===== src/rtl/rf_seq_pkg.sv =====
// Shared command and state encodings for the register-file sequencer.
package rf_seq_pkg;

  typedef enum logic [1:0] {
    OP_FILL  = 2'b00,
    OP_CLEAR = 2'b01,
    OP_SCAN  = 2'b10,
    OP_STOP  = 2'b11
  } cmd_op_t;

  typedef enum logic [1:0] {
    ST_IDLE  = 2'b00,
    ST_FILL  = 2'b01,
    ST_CLEAR = 2'b10,
    ST_SCAN  = 2'b11
  } state_t;

endpackage


===== src/rtl/rf_sequencer_if.sv =====
// Command handshake plus register-file write/read-address bus of the sequencer.
interface rf_sequencer_if import rf_seq_pkg::*; #(
  parameter int N = 4,
  parameter int W = 8
);

  logic          cmd_valid;
  cmd_op_t       cmd_op;
  logic          cmd_ready;
  logic [W-1:0]  rand_val;
  logic          we;
  logic [N-1:0]  addr_rd;
  logic [W-1:0]  data_in;
  logic [N-1:0]  addr_rs1;
  logic          busy;
  logic          done;

  modport master (
    output cmd_valid, cmd_op, rand_val,
    input  cmd_ready, we, addr_rd, data_in, addr_rs1, busy, done
  );

  modport slave (
    input  cmd_valid, cmd_op, rand_val,
    output cmd_ready, we, addr_rd, data_in, addr_rs1, busy, done
  );

endinterface


===== src/rtl/rf_sequencer_dwell_tick.sv =====
// Modulo-DWELL cycle counter; tick marks the last cycle of each dwell period.
module dwell_tick #(
  parameter int DWELL   = 100_000_000,
  parameter int DWELL_W = 27
) (
  input  logic clk,
  input  logic rst_n,
  input  logic clr,
  output logic tick
);

  localparam logic [DWELL_W-1:0] LAST = DWELL_W'(DWELL - 1);

  logic [DWELL_W-1:0] cnt;

  assign tick = !clr && (cnt == LAST);

  always_ff @(posedge clk or negedge rst_n) begin
    if (!rst_n) begin
      cnt <= '0;
    end else if (clr || cnt == LAST) begin
      cnt <= '0;
    end else begin
      cnt <= cnt + 1'b1;
    end
  end

endmodule


===== src/rtl/rf_sequencer.sv =====
// Sequencer that fills/clears a register file and scans its read address.
module rf_sequencer import rf_seq_pkg::*; #(
  parameter int N       = 4,
  parameter int W       = 8,
  parameter int DWELL   = 100_000_000,
  parameter int DWELL_W = 27
) (
  input  logic           clk,
  input  logic           rst_n,
  rf_sequencer_if.slave  bus
);

  state_t       state;
  logic [N:0]   idx;
  logic         accept;
  logic         scan_clr;
  logic         tick;

  assign bus.busy      = (state != ST_IDLE);
  assign bus.cmd_ready = (state == ST_IDLE) || (state == ST_SCAN);
  assign accept        = bus.cmd_valid && bus.cmd_ready;

  // Any accepted command (including SCAN in SCAN) restarts the dwell and suppresses the tick.
  assign scan_clr = (state != ST_SCAN) || accept;

  dwell_tick #(
    .DWELL   (DWELL),
    .DWELL_W (DWELL_W)
  ) u_dwell (
    .clk   (clk),
    .rst_n (rst_n),
    .clr   (scan_clr),
    .tick  (tick)
  );

  always_ff @(posedge clk or negedge rst_n) begin
    if (!rst_n) begin
      state        <= ST_IDLE;
      idx          <= '0;
      bus.we       <= 1'b0;
      bus.addr_rd  <= '0;
      bus.data_in  <= '0;
      bus.addr_rs1 <= '0;
      bus.done     <= 1'b0;
    end else begin
      bus.we   <= 1'b0;
      bus.done <= 1'b0;
      case (state)
        ST_IDLE, ST_SCAN: begin
          if (tick) begin
            bus.addr_rs1 <= bus.addr_rs1 + 1'b1;
          end
          if (accept) begin
            idx <= '0;
            case (bus.cmd_op)
              OP_FILL:  state <= ST_FILL;
              OP_CLEAR: state <= ST_CLEAR;
              OP_SCAN:  state <= ST_SCAN;
              default:  state <= ST_IDLE;
            endcase
          end
        end
        ST_FILL, ST_CLEAR: begin
          // idx[N] set means all 2^N writes are out; this extra cycle carries done.
          if (!idx[N]) begin
            bus.we      <= 1'b1;
            bus.addr_rd <= idx[N-1:0];
            bus.data_in <= (state == ST_FILL) ? bus.rand_val : '0;
            idx         <= idx + 1'b1;
          end else begin
            bus.done <= 1'b1;
            state    <= ST_IDLE;
          end
        end
        default: state <= ST_IDLE;
      endcase
    end
  end

endmodule

===== src/flat_wrapper.sv =====
// flat-port wrapper written by rule: the top's interface ports become plain ports
module rf_sequencer_flat import rf_seq_pkg::*;
#(
  parameter int N       = 4,
  parameter int W       = 8,
  parameter int DWELL   = 100_000_000,
  parameter int DWELL_W = 27
)
  (clk, rst_n, bus_cmd_valid, bus_cmd_op, bus_rand_val, bus_cmd_ready, bus_we, bus_addr_rd, bus_data_in, bus_addr_rs1, bus_busy, bus_done);
  rf_sequencer_if #(.N(N), .W(W)) bus_i ();
  input  logic clk;
  input  logic rst_n;
  input wire logic [$bits(bus_i.cmd_valid)-1:0] bus_cmd_valid;
  input wire logic [$bits(bus_i.cmd_op)-1:0] bus_cmd_op;
  input wire logic [$bits(bus_i.rand_val)-1:0] bus_rand_val;
  output wire logic [$bits(bus_i.cmd_ready)-1:0] bus_cmd_ready;
  output wire logic [$bits(bus_i.we)-1:0] bus_we;
  output wire logic [$bits(bus_i.addr_rd)-1:0] bus_addr_rd;
  output wire logic [$bits(bus_i.data_in)-1:0] bus_data_in;
  output wire logic [$bits(bus_i.addr_rs1)-1:0] bus_addr_rs1;
  output wire logic [$bits(bus_i.busy)-1:0] bus_busy;
  output wire logic [$bits(bus_i.done)-1:0] bus_done;
  assign bus_i.cmd_valid = bus_cmd_valid;
  assign bus_i.cmd_op = bus_cmd_op;
  assign bus_i.rand_val = bus_rand_val;
  assign bus_cmd_ready = bus_i.cmd_ready;
  assign bus_we = bus_i.we;
  assign bus_addr_rd = bus_i.addr_rd;
  assign bus_data_in = bus_i.data_in;
  assign bus_addr_rs1 = bus_i.addr_rs1;
  assign bus_busy = bus_i.busy;
  assign bus_done = bus_i.done;
  rf_sequencer #(.N(N), .W(W), .DWELL(DWELL), .DWELL_W(DWELL_W)) u_core (.clk(clk), .rst_n(rst_n), .bus(bus_i));
endmodule

===== config.mk =====
export PLATFORM = sky130hd
export DESIGN_NAME = rf_sequencer_flat
export DESIGN_NICKNAME = d
export VERILOG_FILES = /design/src/rtl/rf_seq_pkg.sv /design/src/rtl/rf_sequencer_if.sv /design/src/rtl/rf_sequencer_dwell_tick.sv /design/src/rtl/rf_sequencer.sv /design/src/flat_wrapper.sv
export SDC_FILE = /design/constraint.sdc
export NUM_CORES = 1
export LEC_CHECK = 0
export ABC_AREA = 1
export CORE_MARGIN = 10
export CORE_UTILIZATION = 50
export CTS_BUF_LIST = sky130_fd_sc_hd__clkbuf_4
export DETAILED_ROUTE_END_ITERATION = 16
export GPL_TIMING_DRIVEN = 0
export PLACE_DENSITY_LB_ADDON = 0.3
export SLEW_MARGIN = 20
export SYNTH_ARGS = -nofsm -noshare
export SYNTH_HDL_FRONTEND = slang
export SYNTH_SLANG_ARGS = --single-unit

===== constraint.sdc =====
create_clock -name clk -period 2.8 [get_ports clk]
set_input_delay 0.56 -clock clk [delete_from_list [all_inputs] [get_ports clk]]
set_output_delay 0.56 -clock clk [all_outputs]
set_load 0.05 [all_outputs]

==> key figures <==
Pwr
  – Cell Pwr Density: around 660 nW/um^2
  – Leakage: 1.56 nW
  – VDD IR max: 0.745 mV
  – Comb power frac: a little over two fifths
  – Clock power frac: 16.4%
  – Net Sw Power: 0.998 mW
  – Pint: 1.22 mW
  – Switching Fraction: 45.1%
  – Power share of the sequential group: 40.4%

Detailed routing
  – Met1 wire length: 2740 um
  – Final wirelength: 6240 um
  – Met3 Wirelength: approximately 360 um
  – DR vias/cell: 4.97
  – Drt pass-1 iters: 4
  – Avg WL per Cell: 12.8 um
  – First DRT Iteration DRCs: approximately 140
  – DRC viols: 0
  – Via count: 2,413
  – Top routing layer used: met4
  – Antenna-violating nets left: 0
  – WL met2: just over 3000 um

Floorplan
  – Die Wd: 96.0 um
  – Initial Util: between 50% and 60%
  – Total I/O pin count: 33
  – Row count: 27
  – Die height: 96.0 um
  – Die area: between 9000 and 10,000 sq um
  – Core Footprint: 5540 sq um

Global route
  – Largest net degree at the start of global routing: 53
  – Total track usage: approximately 15%
  – Initial antenna violation count: 0
  – Grt ovf: 0
  – First-pass GRT wire length: 11,100 um
  – Number of global-route vias before repair: 2,435

Run
  – Max Cap Viol: 0

Synthesis
  – Synth area leader: dfrtp_1
  – Async SR Flop Fraction: 100%
  – EDFF count, synth: 0
  – Mapped Cells: between 300 and 400
  – Top cells by area, synth: dfrtp_1, nand2_1, nor2_1, inv_1, ha_1
  – Mapped Nets: 395
  – Synth unique cells: 28
  – Mean area per synthesized cell: 7.72 sq um
  – Synth Cell Area: 2890 sq um
  – Seq/Total Area, Yosys: between 40% and 50%
  – Warnings, synthesis: 0
  – Most used DFF post-synth: dfrtp_1
  – Yosys reg bits: 52
  – Post-synth top area share: 45.1%

Critical path
  – Slowest CP cell: dlygate4sd2_1
  – Critical path, cell by cell: inv_1, ha_1, inv_1, dlygate4sd2_1
  – Crit path kind: flop to output port
  – Crit end category: output port
  – Cell mode on critical path: inv_1
  – Worst-path fanout max: 7
  – Slowest Stage Delay on Critical Path: 0.57 ns
  – CP arrival: approximately 2 ns
  – CP required: approximately 2.2 ns
  – Critical path launch point type: flop

Layout
  – Multi-input combinational cell area: roughly 1400 sq um
  – Area Overhead vs Synth: 16.2%
  – Share of cells above drive strength 1: 9.90%
  – Register area: between 1000 and 1500 sq um
  – Most frequent cells in the layout: nand2_1, nor2_1, dfrtp_1
  – Fillers: 504
  – Nets@finish: 434
  – Commonest non-fill, non-tap cell in the layout: nand2_1
  – Cell Count, Final, Fillers Out: 486
  – Antenna cells: 0
  – Final Cell Area: around 3400 sq um
  – Fin util: between 60% and 70%

STA
  – Period Utilization, post-route: about 91%
  – Final Hold Vio Count: 0
  – Fmax: 391 MHz
  – Setup violations, final: 0
  – Least-Margin Pin Slew: 0.669 ns
  – Fin crit period: 2.56 ns
  – RSZ-0062 raised after global routing: no
  – Slew Limit Headroom: a little under three fifths
  – Worst clock skew: ~0.011 ns
  – Max Slew Vio Count: 0

CTS
  – Total CTS buffers: 5
  – Clock latency on the worst-skew pair: roughly 0.39 ns
  – H-tree depth: 2
  – CTS tree: done
  – Root Buffer Master: clkbuf_4
  – Max clock buf depth: 2
  – Clock Sinks: 52
  – Clk slew on worst S/H paths: 0.16 ns

Outcome
  – Status: finished clean

Hold path
  – Hold Path Class: input pin to async pin

Placed design
  – DP Area: 3290 sq um
  – IO buf count: 32
  – HPWL Detailed: approximately 4700 um
  – Routability Congestion: 0.927
  – Placed Cells: 478
-- cell type report --
class | instances | share of cell area (%)
Tap cell | 72 | 2.69
Timing Repair Buffer | 32 | 9.44
Buffer | 5 | 1.01
Clock buffer | 5 | 1.12
Sequential cell | 52 | 38.8
Inverter | 50 | 5.60
Multi-Input combinational cell | 267 | 40.7
Clock inverter | 3 | 0.672
-- worst paths after layout --
path                                          end  cells past startpoint             startpoint  slack (ns)
hold / removal             u_core.u_dwell.cnt[12]                      1                  rst_n        0.18
max in group asynchronous   u_core.u_dwell.cnt[9]                      1                  rst_n        2.17
setup / recovery                    bus_cmd_ready                      4        u_core.state[0]        0.24
hold reg to reg             u_core.u_dwell.cnt[0]                      1  u_core.u_dwell.cnt[0]        0.47
setup reg to reg           u_core.u_dwell.cnt[18]                      8        u_core.state[0]        0.95
min in group clk            u_core.u_dwell.cnt[0]                      1  u_core.u_dwell.cnt[0]        0.47
-- worst max-delay path, delay by kind of cell, from the launching register on --
family / cells / cell delay [ns]
buffers and inverters: 3 / 0.86
flip-flops: 1 / 0.41
adder cells (fa/ha/maj): 1 / 0.36
-- synth_stat cells, types with 3 or more instances --
master     n
nand3_1   16
nor2_1    64
o21ai_0   15
dfrtp_1   52
xnor2_1    5
a21oi_1    3
nand2_4    3
nand2_1  106
xor2_1     4
nor2_2     7
inv_1     48
nand2_2    6
ha_1       8
nor2_4     4
nand4_1    7
nor3_2     4
nor3_1     7
-- state kept, by name, summed over array words and instances, names as in the netlist --
name                 cells
u_core.idx               5
u_core.u_dwell.cnt      27
u_core.bus.addr_rs1      4
u_core.state             2
u_core.bus.done          1
u_core.bus.addr_rd       4
u_core.bus.data_in       8
u_core.bus.we            1
-- kinds of logic after synthesis --
group / share of synthesized area (%)
DFF: 45.1
buffers and inverters: 7.67
and+or+nand+nor: 36.8
AOI/OAI and AO/OA: 4.20
adders and majority gates: 3.47
xor gates and xnor gates: 2.73
-- repair_timing --
item | 4_1_cts | 5_1_grt
resized for setup | 1 | 0
setup endpoints to repair | 1 | 0
endpoints found under the hold margin | 0 | 0
setup buffers | 0 | 0
hold buffers | 0 | 0
-- per-stage QoR --
step | power [mW] | setup TNS [ns] | hold WS, ns | setup slack [ns]
2_1_floorplan | 1.56 | 0 | 0.264 | 1.10
3_3_place_gp | 1.86 | -23.60 | 0.451 | -0.457
3_5_place_dp | 1.88 | 0 | 0.452 | 0.390
4_1_cts | 2.23 | 0 | 0.214 | 0.222
5_1_grt | 2.37 | 0 | 0.216 | 0.131
6_report | 2.21 | 0 | 0.180 | 0.239
-- routing by layer --
metal	up-vias	GRT usage, %
met3	8	4.98
met5	-	0
li1	1231	-
met2	40	25.3
met1	1134	17.1
met4	0	3.69
-- power groups by stage --
stage	Clock [mW]	Sequential [mW]	Combinational (mW)
4_1_cts	0.366	0.896	0.971
6_report	0.363	0.895	0.956
5_1_grt	0.396	0.910	1.07
3_5_place_dp	0	0.911	0.973
3_3_place_gp	0	0.908	0.947
2_1_floorplan	0	1.08	0.478
(Power assumes the default switching activity.)
